--- src/rtl/router_pkg.sv ---
// router_pkg: shared widths and header layout for the router register stage.
// Default DATA_W/ADDR_W/NUM_PORTS, LEN_W derivation, header field struct.
package router_pkg;

  localparam int DATA_W_DEF    = 8;
  localparam int ADDR_W_DEF    = 2;
  localparam int NUM_PORTS_DEF = 3;
  localparam int LEN_W_DEF     = DATA_W_DEF - ADDR_W_DEF;

  // Header word: length in the upper bits, destination in the lower bits.
  typedef struct packed {
    logic [LEN_W_DEF-1:0]  len;
    logic [ADDR_W_DEF-1:0] addr;
  } hdr_t;

  function automatic int len_w(input int dw, input int aw);
    return dw - aw;
  endfunction

endpackage

--- src/rtl/router_parity_chk.sv ---
// router_parity_chk: running XOR parity, parity capture and error flags.
// Build option: ROUTER_REG_LEN_CHK_EN adds the payload counter and len_err.
// Ports:
//   i_clk, i_rst_n             clock, async active-low reset
//   i_detect_add .. i_full     FSM strobes
//   i_pkt_valid, i_fifo_full   input word valid, selected FIFO full
//   i_low_pkt_valid            pkt_valid dropped during load (from top)
//   i_data, i_hdr, i_hold      input word, latched header, held word
//   i_hdr_len                  latched payload length
//   o_parity_done, o_err, o_len_err
module router_parity_chk
  import router_pkg::*;
#(
  parameter int DATA_W = DATA_W_DEF,
  parameter int LEN_W  = LEN_W_DEF
) (
  input  logic              i_clk,
  input  logic              i_rst_n,
  input  logic              i_detect_add,
  input  logic              i_lfd_state,
  input  logic              i_ld_state,
  input  logic              i_laf_state,
  input  logic              i_full_state,
  input  logic              i_pkt_valid,
  input  logic              i_fifo_full,
  input  logic              i_low_pkt_valid,
  input  logic [DATA_W-1:0] i_data,
  input  logic [DATA_W-1:0] i_hdr,
  input  logic [DATA_W-1:0] i_hold,
  input  logic [LEN_W-1:0]  i_hdr_len,
  output logic              o_parity_done,
  output logic              o_err,
  output logic              o_len_err
);

  logic [DATA_W-1:0] r_int_par;
  logic [DATA_W-1:0] r_ext_par;
  logic              r_done;
  logic              r_done_d;
  logic              r_err;

  logic w_acc;
  logic w_cap_ld;
  logic w_cap_laf;
  logic w_done_rise;

  // A payload word counts even when it is diverted into the hold register.
  assign w_acc       = i_ld_state && i_pkt_valid && !i_full_state;
  assign w_cap_ld    = i_ld_state && !i_pkt_valid && !i_fifo_full;
  // Parity word stalled in hold is recovered on the late-after-full pass.
  assign w_cap_laf   = i_laf_state && i_low_pkt_valid && !r_done;
  assign w_done_rise = r_done && !r_done_d;

  always_ff @(posedge i_clk or negedge i_rst_n) begin
    if (!i_rst_n) begin
      r_int_par <= '0;
      r_ext_par <= '0;
      r_done    <= 1'b0;
      r_done_d  <= 1'b0;
      r_err     <= 1'b0;
    end else begin
      r_done_d <= r_done;
      if (i_detect_add) begin
        r_int_par <= '0;
        r_ext_par <= '0;
        r_done    <= 1'b0;
        r_err     <= 1'b0;
      end else begin
        if (i_lfd_state)
          r_int_par <= r_int_par ^ i_hdr;
        else if (w_acc)
          r_int_par <= r_int_par ^ i_data;
        if (w_cap_ld) begin
          r_ext_par <= i_data;
          r_done    <= 1'b1;
        end else if (w_cap_laf) begin
          r_ext_par <= i_hold;
          r_done    <= 1'b1;
        end
        if (w_done_rise)
          r_err <= (r_int_par != r_ext_par);
      end
    end
  end

`ifdef ROUTER_REG_LEN_CHK_EN
  logic [LEN_W-1:0] r_pay_cnt;
  logic             r_len_err;

  always_ff @(posedge i_clk or negedge i_rst_n) begin
    if (!i_rst_n) begin
      r_pay_cnt <= '0;
      r_len_err <= 1'b0;
    end else if (i_detect_add) begin
      r_pay_cnt <= '0;
      r_len_err <= 1'b0;
    end else begin
      if (w_acc && (r_pay_cnt != '1))
        r_pay_cnt <= r_pay_cnt + LEN_W'(1);
      if (w_done_rise)
        r_len_err <= (r_pay_cnt != i_hdr_len);
    end
  end

  assign o_len_err = r_len_err;
`else
  logic w_unused_len;
  assign w_unused_len = ^i_hdr_len;
  assign o_len_err    = 1'b0;
`endif

  assign o_parity_done = r_done;
  assign o_err         = r_err;

endmodule

--- src/rtl/router_reg_gen.sv ---
// router_reg_gen: router datapath register stage between input port and FIFOs.
// Build option: ROUTER_REG_LEN_CHK_EN enables the payload length check.
// Ports:
//   clock, resetn          clock, async active-low reset
//   pkt_valid, data_in     input word and its valid
//   fifo_full              selected FIFO full
//   detect_add .. rst_int_reg  FSM state strobes
//   dout, dout_valid       word to FIFO and its write strobe
//   hdr_addr, hdr_len      latched header fields
//   parity_done, low_pkt_valid, err, len_err  status
module router_reg_gen
  import router_pkg::*;
#(
  parameter int DATA_W    = DATA_W_DEF,
  parameter int ADDR_W    = ADDR_W_DEF,
  parameter int NUM_PORTS = NUM_PORTS_DEF
) (
  input  logic                       clock,
  input  logic                       resetn,
  input  logic                       pkt_valid,
  input  logic [DATA_W-1:0]          data_in,
  input  logic                       fifo_full,
  input  logic                       detect_add,
  input  logic                       lfd_state,
  input  logic                       ld_state,
  input  logic                       laf_state,
  input  logic                       full_state,
  input  logic                       rst_int_reg,
  output logic [DATA_W-1:0]          dout,
  output logic                       dout_valid,
  output logic [ADDR_W-1:0]          hdr_addr,
  output logic [DATA_W-ADDR_W-1:0]   hdr_len,
  output logic                       parity_done,
  output logic                       low_pkt_valid,
  output logic                       err,
  output logic                       len_err
);

  localparam int LEN_W = len_w(DATA_W, ADDR_W);

  logic [DATA_W-1:0] r_hdr;
  logic [DATA_W-1:0] r_hold;
  logic [DATA_W-1:0] r_dout;
  logic              r_dout_valid;
  logic              r_low_pkt_valid;

  logic w_addr_ok;

  assign w_addr_ok =
    ({1'b0, data_in[ADDR_W-1:0]} < (ADDR_W+1)'(NUM_PORTS));

  always_ff @(posedge clock or negedge resetn) begin
    if (!resetn) begin
      r_hdr           <= '0;
      r_hold          <= '0;
      r_dout          <= '0;
      r_dout_valid    <= 1'b0;
      r_low_pkt_valid <= 1'b0;
    end else begin
      if (detect_add && pkt_valid && w_addr_ok)
        r_hdr <= data_in;

      // Priority order also resolves non one-hot strobes.
      r_dout_valid <= 1'b0;
      if (lfd_state) begin
        r_dout       <= r_hdr;
        r_dout_valid <= 1'b1;
      end else if (ld_state && !fifo_full) begin
        r_dout       <= data_in;
        r_dout_valid <= 1'b1;
      end else if (ld_state) begin
        r_hold <= data_in;
      end else if (laf_state) begin
        r_dout       <= r_hold;
        r_dout_valid <= 1'b1;
      end

      if (rst_int_reg)
        r_low_pkt_valid <= 1'b0;
      else if (ld_state && !pkt_valid)
        r_low_pkt_valid <= 1'b1;
    end
  end

  router_parity_chk #(
    .DATA_W (DATA_W),
    .LEN_W  (LEN_W)
  ) u_par (
    .i_clk           (clock),
    .i_rst_n         (resetn),
    .i_detect_add    (detect_add),
    .i_lfd_state     (lfd_state),
    .i_ld_state      (ld_state),
    .i_laf_state     (laf_state),
    .i_full_state    (full_state),
    .i_pkt_valid     (pkt_valid),
    .i_fifo_full     (fifo_full),
    .i_low_pkt_valid (r_low_pkt_valid),
    .i_data          (data_in),
    .i_hdr           (r_hdr),
    .i_hold          (r_hold),
    .i_hdr_len       (r_hdr[DATA_W-1:ADDR_W]),
    .o_parity_done   (parity_done),
    .o_err           (err),
    .o_len_err       (len_err)
  );

  assign dout          = r_dout;
  assign dout_valid    = r_dout_valid;
  assign hdr_addr      = r_hdr[ADDR_W-1:0];
  assign hdr_len       = r_hdr[DATA_W-1:ADDR_W];
  assign low_pkt_valid = r_low_pkt_valid;

endmodule

--- config.mk ---
export PLATFORM = sky130hd
export DESIGN_NAME = router_reg_gen
export DESIGN_NICKNAME = d
export VERILOG_FILES = /design/src/rtl/router_pkg.sv /design/src/rtl/router_parity_chk.sv /design/src/rtl/router_reg_gen.sv
export SDC_FILE = /design/constraint.sdc
export NUM_CORES = 1
export LEC_CHECK = 0
export CAP_MARGIN = 15
export CORE_MARGIN = 3
export CORE_UTILIZATION = 62
export DETAILED_ROUTE_END_ITERATION = 10
export DONT_BUFFER_PORTS = 1
export PLACE_DENSITY = 0.78
export SYNTH_ARGS = -nofsm -noshare
export SYNTH_HDL_FRONTEND = slang
export SYNTH_SLANG_ARGS = --single-unit
--- constraint.sdc ---
create_clock -name clock -period 1.4 [get_ports clock]
set_input_delay 0.14 -clock clock [delete_from_list [all_inputs] [get_ports clock]]
set_output_delay 0.14 -clock clock [all_outputs]
set_load 0.005 [all_outputs]
=== Yosys cells after proc, flatten, opt, wreduce, memory -nomap -nowiden ===
Cells that the tools add are included.

* RAM bits: 0
* Bits in latches: 0
* Output and inout bits: 21
* Word-level logic and storage cells: 60
* ROM bits: 0
* Memories: 0
* Register bits: 45

* Eq/ne operators: 2
* Multiply operators: 0
* Order comparisons: 1
* Shifts and indexed selects: 0
* Add/subtract/negate cells: 0
* Divide/modulo/power cells: 0
* Reduce and logical (&&, ||, !) cells: 22
* Bitwise gates (word level): 4
* Multiplexer cells: 21

{| class="wikitable"
|+ Operator list
! cell !! number
|-
| two-way mux 8 bit || 10
|-
| XOR 8 bit || 2
|-
| two-way mux 1 bit || 11
|-
| logical AND 1 bit || 10
|-
| nonzero test 3 bit || 3
|-
| != test 8 bit || 1
|-
| zero test 1 bit || 5
|-
| nonzero test 2 bit || 2
|-
| != test 3 x 2 -> 1 bit (second input constant) || 1
|-
| AND reduction 3 bit || 1
|-
| less-than comparator 2 bit (second input constant) || 1
|-
| inverter 1 bit || 2
|-
| AND reduction 2 bit || 1
|}

=== Longest topological paths before layout ===
Gate-level depths: netlist (run 1).

* Depth after elaboration: 5
* Gate-level depth with buffers: 6
* Depth with buffers taken out: 4

=== Modules after synthesis ===
Synthesis (run 1) repeated with hierarchy kept, for this count alone.

* Cell total of the unflattened synthesis: 202
* Area, all modules: 2265.9 um^2

{| class="wikitable"
|+ By module, submodules not included
! module !! cells each !! seq. area each (um^2) !! times used !! area an instance (um^2)
|-
| router_reg_gen || 91 || 650.6 || 1 || 1167.4
|-
| router_parity_chk || 111 || 475.5 || 1 || 1098.6
|}

=== Worst setup path before layout (run 1) ===
OpenSTA, ideal clock, no wires.

* Path type: register -> register
* Start: register r_low_pkt_valid, in the netlist low_pkt_valid
* End: register u_par.r_ext_par[0]
* Stages on the path, launching flop included: 6
* Required time: 1.301 ns
* Data arrival time: 1.086 ns
* Setup slack: 0.215 ns
* Setup time: 0.099 ns
* Buffers on the path: 1
* Cells stage by stage: dfrtp_1 > nand2_1 > or2_2 > clkbuf_1 > nand2_1 > a311oi_1

* Cells in the longest elaborated chain, start to end: 3

{| class="wikitable"
|+ RTL lines
! item !! RTL line !! RTL
|-
| from (decl) || router_reg_gen.sv:45 || <nowiki>logic r_low_pkt_valid;</nowiki>
|-
| from (signal assigned) || router_reg_gen.sv:58 || <nowiki>r_low_pkt_valid <= 1'b0;</nowiki>
|-
| from (signal assigned) || router_reg_gen.sv:79 || <nowiki>r_low_pkt_valid <= 1'b0;</nowiki>
|-
| from (signal assigned) || router_reg_gen.sv:81 || <nowiki>r_low_pkt_valid <= 1'b1;</nowiki>
|-
| logical AND 1 bit (2 in a row) || router_parity_chk.sv:51 || <nowiki>assign w_cap_laf = i_laf_state && i_low_pkt_valid && !r_done;</nowiki>
|-
| nonzero test 3 bit (no source line) || - ||
|-
| to (signal assigned) || router_parity_chk.sv:74 || <nowiki>r_ext_par <= i_data;</nowiki>
|-
| to (signal assigned) || router_parity_chk.sv:77 || <nowiki>r_ext_par <= i_hold;</nowiki>
|-
| to (decl) || router_parity_chk.sv:37 || <nowiki>logic [DATA_W-1:0] r_ext_par;</nowiki>
|}

No other way between the ends.
A chain may end at the register's enable or synchronous reset.

=== Worst setup path after layout (run 1) ===
* Start: register r_low_pkt_valid, in the netlist low_pkt_valid
* End: register u_par.r_ext_par[6]

The elaborated chain is that of the path after synthesis.

==> impl_metrics.json, run 1 <==
{
  "max_freq_ghz": 0.7927,
  "final_cell_mix": "dfrtp_1 (45), nand2_1 (26), nor2_1 (25)",
  "crit_path_end_kind": "register",
  "dp_cells": 241,
  "final_nets": 237,
  "utilization_pct": 73.09,
  "grt_max_degree": 46,
  "synth_fp_nets": 221,
  "worstHoldStart": "pkt_valid",
  "num_io_pins": 39,
  "critPathKind": "reg2reg",
  "drc": 0,
  "ant_nets": 0,
  "overflow": 0,
  "die_area_um2": 4325,
  "seq_area_frac_synth_pct": 50.85,
  "clockRootBuffer": "clkbuf_4",
  "min_delay_path_depth": 3,
  "seqCellArea_um2": 1126,
  "cp_slowest_cell": "dfrtp_1",
  "hold_path_end": "u_par.o_parity_done",
  "post_cts_resized": 0,
  "setup_viol": 0,
  "crit_fanout": 8,
  "final_area_um2": 2477,
  "crit_family": "flip-flops",
  "syn_area_um2": 2215,
  "clock_skew_ps": 8.215,
  "grtUsageTotal_pct": 26.17,
  "path_buf_inv": 1,
  "rows": 21,
  "path_cells": "nand2_1 > nor2_1 > buf_4 > nand2_1 > a311oi_1",
  "final.min_clock_period_ps": 1261,
  "htreeDepth": 2,
  "fin_setup_tns_ps": 0,
  "netlist_instances": 203,
  "crit_required_ps": 1670,
  "synth-seq-cells": 45,
  "ff2ff_setup_slack_ps": 140,
  "die_y_um": 65.77,
  "crit_arrival_ps": 1530,
  "holdWs_ps": 52.79,
  "p_per_area_nw_per_um2": 1241,
  "status": "completed",
  "drv_cap": 0,
  "post_cts_buffers": 0,
  "post_synth.cell_area_avg_um2": 10.91,
  "placed_area_um2": 2213,
  "rr_worst_depth": 5,
  "post-place-ws_ps": 174.5,
  "finalHoldViolations": 0,
  "drive_above_1_share_pct": 13.64,
  "crit_top_cell": "nand2_1",
  "slowest_delay_ps": 420,
  "tritoncts": "yes",
  "clk_latency_ps": 380,
  "rsz0062_at_grt": "no",
  "worstSetupStartpointType": "register",
  "clock-sinks": 45,
  "grt_pass1_vias": 1704,
  "cts_buffers": 5,
  "cts.clk_slew.worst_paths_ps": 130,
  "wirelength_mm": 4.884,
  "period_share_pct": 90.11,
  "worst_slew_pin_slew_ps": 706.8,
  "synth_cell_types": 32,
  "via_per_inst": 6.038,
  "p_total_mw": 3.074,
  "initial_core_util_pct": 65.34,
  "grt_antenna_before_repair": 0,
  "area_growth_pct": 11.86,
  "leakagePower_nw": 1.083,
  "yosysWarnings": 0,
  "layout_commonest_cell": "dfrtp_1",
  "fillers": 230,
  "drt_iter0_drc": 181,
  "cts_buffer_depth": 2,
  "gp_congestion": 0.8403,
  "setup_ws_ps": 138.5,
  "drt-pass1-iter-count": 4,
  "die_x_um": 65.77,
  "stdcell_count": 266,
  "worstReg2RegStart": "low_pkt_valid",
  "wire_per_inst_um": 18.36,
  "worstReg2RegEnd": "u_par.r_ext_par[6]",
  "grt_pass1_wl_mm": 8.390,
  "via_count": 1606,
  "timing.critical_path.from": "low_pkt_valid",
  "core_area_um2": 3390,
  "multi_input_area_um2": 1015,
  "portBuffers": 0,
  "slew_headroom_pct": 52.73,
  "slew_violations": 0,
  "peakVddDrop_mv": 1.105,
  "hold_class": "in2reg",
  "hpwl_mm": 3.097,
  "antenna_cells": 0
}
==> sequential cells by signal, summed over array words and instances (netlist names) <==
| signal | flops |
|---|---|
| u_par.o_parity_done | 1 |
| r_hold | 8 |
| u_par.o_err | 1 |
| dout_valid | 1 |
| r_hdr | 8 |
| u_par.r_done_d | 1 |
| u_par.r_int_par | 8 |
| low_pkt_valid | 1 |
| dout | 8 |
| u_par.r_ext_par | 8 |
==> kinds of logic after synthesis <==
group | synth area share, %
and+or+nand+nor | 12.49
DFF | 50.85
muxes | 18.42
AOI/OAI and AO/OA | 8.418
xor gates and xnor gates | 6.328
buffers and inverters | 3.333
other | 0.1693
==> how the worst max path moves through the flow <==
stage	to	slack [ps]	depth (start not counted)
4_1_cts	u_par.r_ext_par[4]	140	4
6_report	u_par.r_ext_par[6]	140	5
5_1_grt	u_par.r_ext_par[5]	7	5
2_1_floorplan	u_par.r_ext_par[0]	220	5
3_5_place_dp	u_par.r_ext_par[5]	170	4
3_3_place_gp	u_par.r_ext_par[0]	210	3
==> area by class of cell <==
cell class | count | area share [%]
well taps | 46 | 2.323
clock inverters | 3 | 1.869
multi-input cells | 147 | 40.96
inverters | 2 | 0.3030
repair buffers | 18 | 7.576
clock buffers | 5 | 1.515
flip-flops and latches | 45 | 45.45
==> routing by layer <==
metal,track usage (%),wire [um],vias to the layer above
met2,42.55,2371,57
met3,5.641,338,8
met5,0,0,-
met1,34.24,2095,809
met4,9.845,78,0
li1,-,-,732
==> power breakdown <==
| part | switching [mW] | internal, mW |
|---|---|---|
| clock | 0.443 | 0.378 |
| sequential | 0.186 | 1.50 |
| combinational | 0.263 | 0.306 |
| total | 0.893 | 2.18 |
==> synth_stat cells, drive strengths merged <==
library cell | instances | area share [%]
inv | 2 | 0.34
mux2i | 16 | 7.2
mux2 | 22 | 11
nor2b | 2 | 0.56
nor4 | 1 | 0.28
o21bai | 1 | 0.34
conb | 1 | 0.17
xor2 | 3 | 1.2
clkbuf | 1 | 0.17
xnor2 | 13 | 5.1
nand3b | 2 | 0.68
a31oi | 1 | 0.28
nand2 | 27 | 4.7
nand4 | 1 | 0.28
a21oi | 11 | 2.5
or2 | 1 | 0.28
o21ai | 8 | 1.8
a21o | 1 | 0.34
nor2 | 25 | 4.2
dfrtp | 45 | 51
nand2b | 1 | 0.28
buf | 8 | 2.8
nor3 | 1 | 0.73
a311oi | 8 | 3.2
and2b | 1 | 0.45
==> repair_timing <==
item,in CTS,in global routing
endpoints found under the hold margin,89,0
endpoints found under the setup margin,0,0
hold buffers,17,0
==> tightest hold or removal path: cells and delay by family <==
family | cells | cell delay, ps
buf+inv | 1 | 50
compound gates | 2 | 200
No activity file was read; power rests on OpenSTA's default activity.
==> run 2, diff against run 1 <==
--- a/config.mk
+++ b/config.mk
@@ -7,10 +7,10 @@
 export LEC_CHECK = 0
 export CAP_MARGIN = 15
 export CORE_MARGIN = 3
-export CORE_UTILIZATION = 62
+export CORE_UTILIZATION = 45
 export DETAILED_ROUTE_END_ITERATION = 10
 export DONT_BUFFER_PORTS = 1
-export PLACE_DENSITY = 0.78
+export PLACE_DENSITY = 0.6
 export SYNTH_ARGS = -nofsm -noshare
 export SYNTH_HDL_FRONTEND = slang
 export SYNTH_SLANG_ARGS = --single-unit
==> run 2 against run 1 <==
Compared with the run above:
- clock power rose by 39%
- sequential share of layout area fell by 0.88 points
- final cell count is 6.0% higher
- sequential power hardly changed
- via count fell by 2.2%
- global-route usage shrank 8.2 points
- critical path depth is 2 lower
- sequential cell count did not move
- register-to-register slack improved by 20 ps
- design area increased by 2.0%
- critical endpoint is now low_pkt_valid
- largest power group unchanged
==> impl_metrics.json, run 2 (synthesized netlist as in run 1, its figures left out) <==
{
  "critPathKind": "reg2reg",
  "clk_latency_ps": 290,
  "drc": 0,
  "die_y_um": 76.15,
  "crit_required_ps": 1580,
  "rows": 24,
  "crit_arrival_ps": 1420,
  "hold_buffers": 13,
  "path_cells": "a21oi_1 > nor2_1 > dlygate4sd3_1",
  "crit_fanout": 3,
  "via_per_inst": 5.567,
  "layout_commonest_cell": "dfrtp_1",
  "hold_class": "in2reg",
  "worst_slew_pin_slew_ps": 610.6,
  "rsz0062_at_grt": "no",
  "max_freq_ghz": 0.8051,
  "status": "completed",
  "htreeDepth": 2,
  "grt_pass1_wl_mm": 8.397,
  "setup_viol": 0,
  "post_cts_resized": 0,
  "cts_buffer_depth": 2,
  "num_io_pins": 39,
  "post_cts_buffers": 0,
  "path_buf_inv": 1,
  "cts.clk_slew.worst_paths_ps": 80,
  "slowest_delay_ps": 540,
  "grtUsageTotal_pct": 17.97,
  "wirelength_mm": 4.863,
  "antenna_cells": 0,
  "fin_setup_tns_ps": 0,
  "leakagePower_nw": 1.097,
  "peakVddDrop_mv": 0.6094,
  "overflow": 0,
  "portBuffers": 0,
  "cp_slowest_cell": "dlygate4sd3_1",
  "finalHoldViolations": 0,
  "crit_family": "buffers and inverters",
  "placed_area_um2": 2245,
  "grt_pass1_vias": 1728,
  "clockRootBuffer": "clkbuf_8",
  "tritoncts": "yes",
  "final.min_clock_period_ps": 1242,
  "worstSetupStartpointType": "register",
  "p_per_area_nw_per_um2": 1335,
  "wire_per_inst_um": 17.24,
  "slew_violations": 0,
  "drt-pass1-iter-count": 4,
  "area_growth_pct": 14.07,
  "final_nets": 234,
  "core_area_um2": 4564,
  "drt_iter0_drc": 82,
  "slew_headroom_pct": 59.16,
  "clock-sinks": 45,
  "ff2ff_setup_slack_ps": 160,
  "grt_antenna_before_repair": 0,
  "die_x_um": 76.15,
  "drive_above_1_share_pct": 14.29,
  "cts_buffers": 5,
  "via_count": 1570,
  "holdWs_ps": 6.507,
  "drv_cap": 0,
  "final_cell_mix": "dfrtp_1 (45), nand2_1 (26), nor2_1 (25), mux2_2 (16), mux2i_1 (16)",
  "die_area_um2": 5799,
  "ant_nets": 0,
  "final_area_um2": 2526,
  "gp_congestion": 0.7533,
  "clock_skew_ps": 5.967,
  "crit_path_end_kind": "register",
  "hpwl_mm": 3.401,
  "period_share_pct": 88.72,
  "grt_max_degree": 46,
  "initial_core_util_pct": 48.52
}
run 2: changes by cell type in the layout (fill, tap and decap cells not counted), sizes merged:
cell,before,now
dlygate4sd3,16,12
buf,2,3
bufinv,1,2
clkinvlp,1,0
run 2: layout make-up:
type / count / area, um2
Timing Repair Buffer: 15 / 162.7
Clock inverter: 3 / 65.06
Fill cell: 426 / 2038
Inverter: 2 / 7.507
Multi-Input combinational cell: 147 / 1015
Sequential cell: 45 / 1126
Tap cell: 65 / 81.33
Clock buffer: 5 / 68.82
run 2: worst paths after layout:
check,start,end,depth (start not counted)
max in group asynchronous,resetn,u_par.r_int_par[7],2
min reg2reg,u_par.o_parity_done,u_par.r_done_d,0
min in group asynchronous,resetn,dout[1],2
max,low_pkt_valid,low_pkt_valid,3
max reg2reg,low_pkt_valid,low_pkt_valid,3
min,data_in[0],r_hdr[0],2
run 2: where the power goes:
group / switching (mW) / leakage (nW) / internal, mW
Sequential: 0.184 / 0.562 / 1.50
Clock: 0.430 / 0.0681 / 0.709
Combinational: 0.250 / 0.467 / 0.302
run 2: metal layers:
| metal | wire length [um] | part of all wire (%) | global-route usage [%] | up-vias |
|---|---|---|---|---|
| li1 | - | - | - | 723 |
| met1 | 2106 | 43 | 22.13 | 784 |
| met2 | 2332 | 48 | 30.23 | 55 |
| met3 | 357 | 7.3 | 5.437 | 8 |
| met4 | 67 | 1.4 | 5.797 | 0 |
| met5 | 0 | 0 | 0 | - |
run 2: per-stage QoR:
| stage | power [mW] | util, % | setup WS (ps) | std cells |
|---|---|---|---|---|
| final | 3.373 | 55.35 | 157.9 | 282 |
| after global routing | 3.566 | 55.35 | 30.43 | 282 |
| after CTS | 3.417 | 55.35 | 160.8 | 282 |
| after detailed placement | 2.196 | 49.18 | 197.7 | 261 |
| after global placement | 2.174 | 49.18 | 212.1 | 261 |
| after floorplan | 2.091 | - | 215.0 | 203 |
